File: src/rtl/riscv_pkg.sv
// -----------------------------------------------------------------------------
// riscv_pkg
// Shared RV32 constants: the datapath width and the RV32M funct3 encodings
// used by both the ALU-control stage and the multiply/divide unit.
// -----------------------------------------------------------------------------
package riscv_pkg;

    localparam int XLEN = 32;

    // RV32M funct3 encodings for the M-extension operations.
    typedef enum logic [2:0] {
        OP_MUL    = 3'b000,
        OP_MULH   = 3'b001,
        OP_MULHSU = 3'b010,
        OP_MULHU  = 3'b011,
        OP_DIV    = 3'b100,
        OP_DIVU   = 3'b101,
        OP_REM    = 3'b110,
        OP_REMU   = 3'b111
    } muldiv_op_e;

endpackage

File: src/rtl/muldiv_unit.sv
// -----------------------------------------------------------------------------
// muldiv_unit
// Iterative RV32M multiply/divide unit. Operands are converted to magnitudes
// at capture, processed one bit per cycle (shift-add multiply or restoring
// divide) over 32 cycles, then sign-corrected and registered.
// Divide-by-zero and signed overflow bypass the iteration and finish in one
// cycle.
//
// Ports:
//   clk        rising-edge clock
//   rst_n      synchronous active-low reset
//   start      operation request, accepted only while idle
//   muldiv_op  RV32M funct3 selecting the operation
//   op_a       rs1 value (multiplicand / dividend)
//   op_b       rs2 value (multiplier / divisor)
//   busy       high while an operation is in flight (not idle)
//   done       one-cycle pulse when result is updated
//   result     registered result, held until the next done
// -----------------------------------------------------------------------------
module muldiv_unit #(
    parameter int XLEN = 32
) (
    input  logic            clk,
    input  logic            rst_n,
    input  logic            start,
    input  logic [2:0]      muldiv_op,
    input  logic [XLEN-1:0] op_a,
    input  logic [XLEN-1:0] op_b,
    output logic            busy,
    output logic            done,
    output logic [XLEN-1:0] result
);

    import riscv_pkg::*;

    localparam int CNT_W = $clog2(XLEN);
    localparam logic [XLEN-1:0] MIN_NEG = {1'b1, {(XLEN-1){1'b0}}};

    typedef enum logic [1:0] {
        S_IDLE,
        S_CALC,
        S_FIN
    } state_e;

    state_e state, state_nxt;

    // Captured operation context
    muldiv_op_e        op_in, op_r;
    logic              sign_a, sign_b;
    logic              fast_r;
    logic [XLEN-1:0]   fast_res_r;

    // Iteration datapath. work holds the shifting multiplier for multiply,
    // and the dividend-shifting-into-quotient for divide.
    logic [XLEN-1:0]   work;
    logic [XLEN-1:0]   divisor;
    logic [2*XLEN-1:0] mcand;
    logic [2*XLEN-1:0] acc;
    logic [XLEN-1:0]   rem;
    logic [CNT_W-1:0]  cnt;

    // Capture-time decode
    logic              a_signed_in, b_signed_in;
    logic              div_zero_in, ovf_in, fast_in;
    logic [XLEN-1:0]   a_mag_in, b_mag_in, fast_res_in;

    // Per-iteration and fix-up values
    logic [XLEN:0]     shifted, diff;
    logic [2*XLEN-1:0] acc_add, prod_fix;
    logic [XLEN-1:0]   quo_fix, rem_fix, res_sel;

    assign op_in = muldiv_op_e'(muldiv_op);
    assign busy  = (state != S_IDLE);

    always_comb begin
        a_signed_in = op_in inside {OP_MULH, OP_MULHSU, OP_DIV, OP_REM};
        b_signed_in = op_in inside {OP_MULH, OP_DIV, OP_REM};
        a_mag_in    = (a_signed_in && op_a[XLEN-1]) ? -op_a : op_a;
        b_mag_in    = (b_signed_in && op_b[XLEN-1]) ? -op_b : op_b;
        div_zero_in = muldiv_op[2] && (op_b == '0);
        ovf_in      = (op_in inside {OP_DIV, OP_REM}) && (op_a == MIN_NEG) && (op_b == '1);
        fast_in     = div_zero_in || ovf_in;
        // funct3[1] distinguishes REM/REMU from DIV/DIVU
        if (div_zero_in) begin
            fast_res_in = muldiv_op[1] ? op_a : '1;
        end else begin
            fast_res_in = muldiv_op[1] ? '0 : MIN_NEG;
        end
    end

    // Restoring divide step: the 33-bit trial remainder is the stored
    // remainder shifted left with the next dividend bit. A borrow out of
    // bit XLEN means the divisor does not fit and the remainder is kept.
    // The stored remainder is always below the divisor, so XLEN bits hold it.
    always_comb begin
        shifted = {rem, work[XLEN-1]};
        diff    = shifted - {1'b0, divisor};
        acc_add = work[0] ? mcand : '0;
    end

    always_comb begin
        prod_fix = (sign_a ^ sign_b) ? -acc : acc;
        quo_fix  = (sign_a ^ sign_b) ? -work : work;
        rem_fix  = sign_a ? -rem : rem;
        res_sel  = rem_fix;
        case (op_r)
            OP_MUL:                         res_sel = prod_fix[XLEN-1:0];
            OP_MULH, OP_MULHSU, OP_MULHU:   res_sel = prod_fix[2*XLEN-1:XLEN];
            OP_DIV, OP_DIVU:                res_sel = quo_fix;
            default:                        res_sel = rem_fix;
        endcase
    end

    always_comb begin
        state_nxt = state;
        case (state)
            S_IDLE: begin
                if (start) begin
                    state_nxt = fast_in ? S_FIN : S_CALC;
                end
            end
            S_CALC: begin
                if (cnt == CNT_W'(XLEN-1)) begin
                    state_nxt = S_FIN;
                end
            end
            S_FIN:   state_nxt = S_IDLE;
            default: state_nxt = S_IDLE;
        endcase
    end

    always_ff @(posedge clk) begin
        if (!rst_n) begin
            state      <= S_IDLE;
            done       <= 1'b0;
            result     <= '0;
            cnt        <= '0;
            op_r       <= OP_MUL;
            sign_a     <= 1'b0;
            sign_b     <= 1'b0;
            fast_r     <= 1'b0;
            fast_res_r <= '0;
            work       <= '0;
            divisor    <= '0;
            mcand      <= '0;
            acc        <= '0;
            rem        <= '0;
        end else begin
            state <= state_nxt;
            done  <= (state == S_FIN);
            case (state)
                S_IDLE: begin
                    if (start) begin
                        op_r       <= op_in;
                        sign_a     <= a_signed_in && op_a[XLEN-1];
                        sign_b     <= b_signed_in && op_b[XLEN-1];
                        fast_r     <= fast_in;
                        fast_res_r <= fast_res_in;
                        cnt        <= '0;
                        acc        <= '0;
                        rem        <= '0;
                        mcand      <= {{XLEN{1'b0}}, a_mag_in};
                        divisor    <= b_mag_in;
                        work       <= muldiv_op[2] ? a_mag_in : b_mag_in;
                    end
                end
                S_CALC: begin
                    cnt <= cnt + 1'b1;
                    if (op_r[2]) begin
                        if (diff[XLEN]) begin
                            rem  <= shifted[XLEN-1:0];
                            work <= {work[XLEN-2:0], 1'b0};
                        end else begin
                            rem  <= diff[XLEN-1:0];
                            work <= {work[XLEN-2:0], 1'b1};
                        end
                    end else begin
                        acc   <= acc + acc_add;
                        mcand <= {mcand[2*XLEN-2:0], 1'b0};
                        work  <= {1'b0, work[XLEN-1:1]};
                    end
                end
                S_FIN: begin
                    result <= fast_r ? fast_res_r : res_sel;
                end
                default: ;
            endcase
        end
    end

endmodule

File: config.mk
export PLATFORM = sky130hd
export DESIGN_NAME = muldiv_unit
export DESIGN_NICKNAME = d
export VERILOG_FILES = /design/src/rtl/riscv_pkg.sv /design/src/rtl/muldiv_unit.sv
export SDC_FILE = /design/constraint.sdc
export NUM_CORES = 1
export LEC_CHECK = 0
export BUFFER_PORTS_ARGS = -buffer_cell sky130_fd_sc_hd__buf_2
export CAP_MARGIN = 10
export CORE_UTILIZATION = 35
export DETAILED_ROUTE_END_ITERATION = 8
export GPL_ROUTABILITY_DRIVEN = 1
export GPL_TIMING_DRIVEN = 0
export PLACE_DENSITY_LB_ADDON = 0.12
export SYNTH_ARGS = -nofsm -noshare
export SYNTH_HDL_FRONTEND = slang
export SYNTH_SLANG_ARGS = --single-unit
File: constraint.sdc
create_clock -name clk -period 8.5 [get_ports clk]
set_clock_uncertainty 0.05 [all_clocks]
set_input_delay 1.7 -clock clk [delete_from_list [all_inputs] [get_ports clk]]
set_output_delay 1.7 -clock clk [all_outputs]
set_load 0.01 [all_outputs]
==> reports/results.ini <==
[route]
avgRoutedWirePerCell_um = 25.1
dr.pass1.iters = 7
antenna_left = 0
drtIter0Drc = 2681
vias_per_cell = 6.04
drc = 0
vias = 25084
wl_um = 104000

[worst_setup_path]
cp_top_family = compound AO/OA/AOI/OAI gates
r2r-start = work[0]
crit_path_start_kind = register
worstPathMaxFanout = 10
crit_path_start = work[0]
crit_required_ns = 8.97
crit_buf_inv = 4
crit_slowest_cell = a2111oi_0
critical-path-max-stage-delay_ns = 0.92
critPathKind = reg -> reg
cp-end-kind = register
r2r_slack_ns = 2.15
path_common_cell = clkbuf_1
path_cells = clkbuf_1 > clkbuf_1 > clkbuf_1 > and2_1 > ha_1 > clkbuf_1 > nand4_1 > nor2_1 > o311ai_1 > a2111oi_0 > o21ai_1 > o41ai_2 > a21oi_1 > or4_1 > nand3_1
cp.arrival_ns = 6.82

[sta]
finalSetupViolCount = 0
finalCritPeriodShare_pct = 74.7
whs_ns = 0.402
tns_ns = 0
finalMaxSlewViolations = 0
slew_headroom_pct = 9.88
tightest_slew_ns = 1.35
fmax_ghz = 0.158
finalWorstSetupSlack_ns = 2.15
rsz0062_at_grt = no
fin_crit_ns = 6.35
finalHoldViolations = 0

[finish]
design_area_um2 = 26200
final_util_pct = 40.4
multi_input_area_um2 = 15900
fin_nets = 3436
fillers = 6820
layout-drive-gt1-share_pct = 6.44
area.growth.synth_to_final_pct = 13.3
finalNonFillerCells = 4150
seqCellArea_um2 = 6050

[job]
cap_viol_max_count = 0

[placed_design]
io_buffers = 101
postPlaceCellArea_um2 = 24700
dpl.hpwl_um = 83900
dpl.cell_count = 4073
place_ws_ns = 2.25
globalplace.congestion = 1.02

[global_routing]
grt_pass1_vias = 23331
grt_max_degree = 14
grt_use_total_pct = 30.4
antenna_found_initial = 1
grt_pass1_wl_um = 153000
grt_overflow_total = 0

[power]
p_leak_nw = 10.2
peakVddDrop_v = 0.000140
p_total_mw = 4.28
power_per_cell_area_nw_per_um2 = 163

[run_status]
status = finished clean

[min_path]
min_from = fast_res_r[27]
min_path_type = reg -> reg

[synthesis]
yosysWarnings = 0
yosysTopAreaCell = dfxtp_1
synth_commonest_cells = nor2_1, dfxtp_1, a21oi_1
ys_seq_elements = 302
netlist_instances = 3115
synthArstFlopShare_pct = 0
synth_enable_flop_cells = 0
yosys.area.top_type_share_pct = 26.2
syn_area_per_cell_um2 = 7.42
synth_area_leaders = dfxtp_1, a21oi_1, ha_1
synth_nets = 3290
synth_ff_type = dfxtp_1
yosys.cell_count.top_type = nor2_1
yosysSeqAreaShare_pct = 26.2
netlist_area_um2 = 23100
yosysUniqueCellTypes = 84

[floorplan]
die_h_um = 259
fp.coreArea_um2 = 64800
initial_core_util_pct = 35.7
dieArea_um2 = 67100
ios = 104
num_rows = 93
die_w_um = 259

[clock_network]
cts_resized = 0
postCtsSetupBuffers = 0
cts_buffers = 41
path_clk_slew_ns = 0.06
clk_latency_ns = 0.60
clock_sinks = 302
h-tree-depth = 2
hold_buffers = 0
cts_tree = yes
clock-root-buffer = clkbuf_16
clockBufferDepth = 3

[report_power, final]
| part | internal, mW | switching (mW) | total [mW] |
|---|---|---|---|
| registers | 1.47 | 0.0571 | 1.52 |
| logic | 0.253 | 0.613 | 0.866 |
| clock network | 1.14 | 0.744 | 1.89 |
[worst paths after layout]
check                                       to  cells past startpoint
worst max-delay path                   acc[53]                     15
worst min register to register  fast_res_r[27]                      2
worst max register to register         acc[53]                     15
worst min-delay path            fast_res_r[27]                      2
[registers in the layout, summed over array words and instances (netlist names)]
signal and cells:
fast_r 1, state 2, sign_b 1, cnt 5, mcand 64, fast_res_r 32, result 32, work 32
divisor 32, done 1, op_r 3, sign_a 1, acc 64, rem 32
[logic make-up (layout without fill, tap and decap cells)]
family	Yosys count	in the layout	synth area share [%]
AND/OR/NAND/NOR	1066	1066	22.3
adder cells (fa/ha/maj)	105	105	5.75
buffers and inverters	319	497	5.22
multiplexers	64	64	2.78
AO/OA/AOI/OAI	1010	1010	28.4
XOR/XNOR	249	249	9.44
other	0	2	0
flip-flops	302	302	26.2
[worst register-to-register path, delay by kind of cell, from the launching register on]
family                   cells  cell delay, ns
flip-flops                   1            0.30
AND/OR/NAND/NOR              5            1.18
buffers and inverters        4            1.93
adder cells (fa/ha/maj)      1            0.13
AO/OA/AOI/OAI                5            2.67
[metal layers]
layer / global-route usage (%) / vias to the layer above / routed length (µm)
li1: - / 11690 / -
met1: 41.4 / 12032 / 45600
met2: 47.2 / 1149 / 45300
met3: 3.82 / 213 / 7820
met4: 14.9 / 0 / 5590
met5: 0 / - / 0
[layout by cell type, fill, tap and decap left out, types with 19 or more instances in the layout]
master,Yosys,final
nor2_1,314,313
dfxtp_1,302,302
a21oi_1,294,294
nand2_1,262,262
clkbuf_1,204,210
o21ai_0,188,188
a211oi_1,131,131
xor2_1,126,126
xnor2_1,123,123
buf_2,5,106
nand3_1,103,103
ha_1,103,103
inv_1,89,89
and2_1,74,74
nor3_1,69,69
a22oi_1,63,63
mux2i_1,62,62
nand2b_1,52,52
a21o_1,50,50
nand4_1,43,43
o31ai_1,41,41
clkbuf_16,0,41
a31oi_1,33,33
o211ai_1,30,30
nor4_1,27,27
or3_1,23,23
and3_1,19,19
buf_1,19,19
or4_1,19,19
o21bai_1,19,19
a221oi_1,19,19
[final cells by class]
type,count,share of cell area [%]
buffer,229,3.32
multi-input combinational,2494,60.6
clock buffer,50,4.16
sequential,302,23.1
clock inverter,25,1.43
antenna,2,0.0191
tap,855,4.08
inverter,90,1.29
timing repair buffer,103,2.03
(Power assumes the default switching activity.)
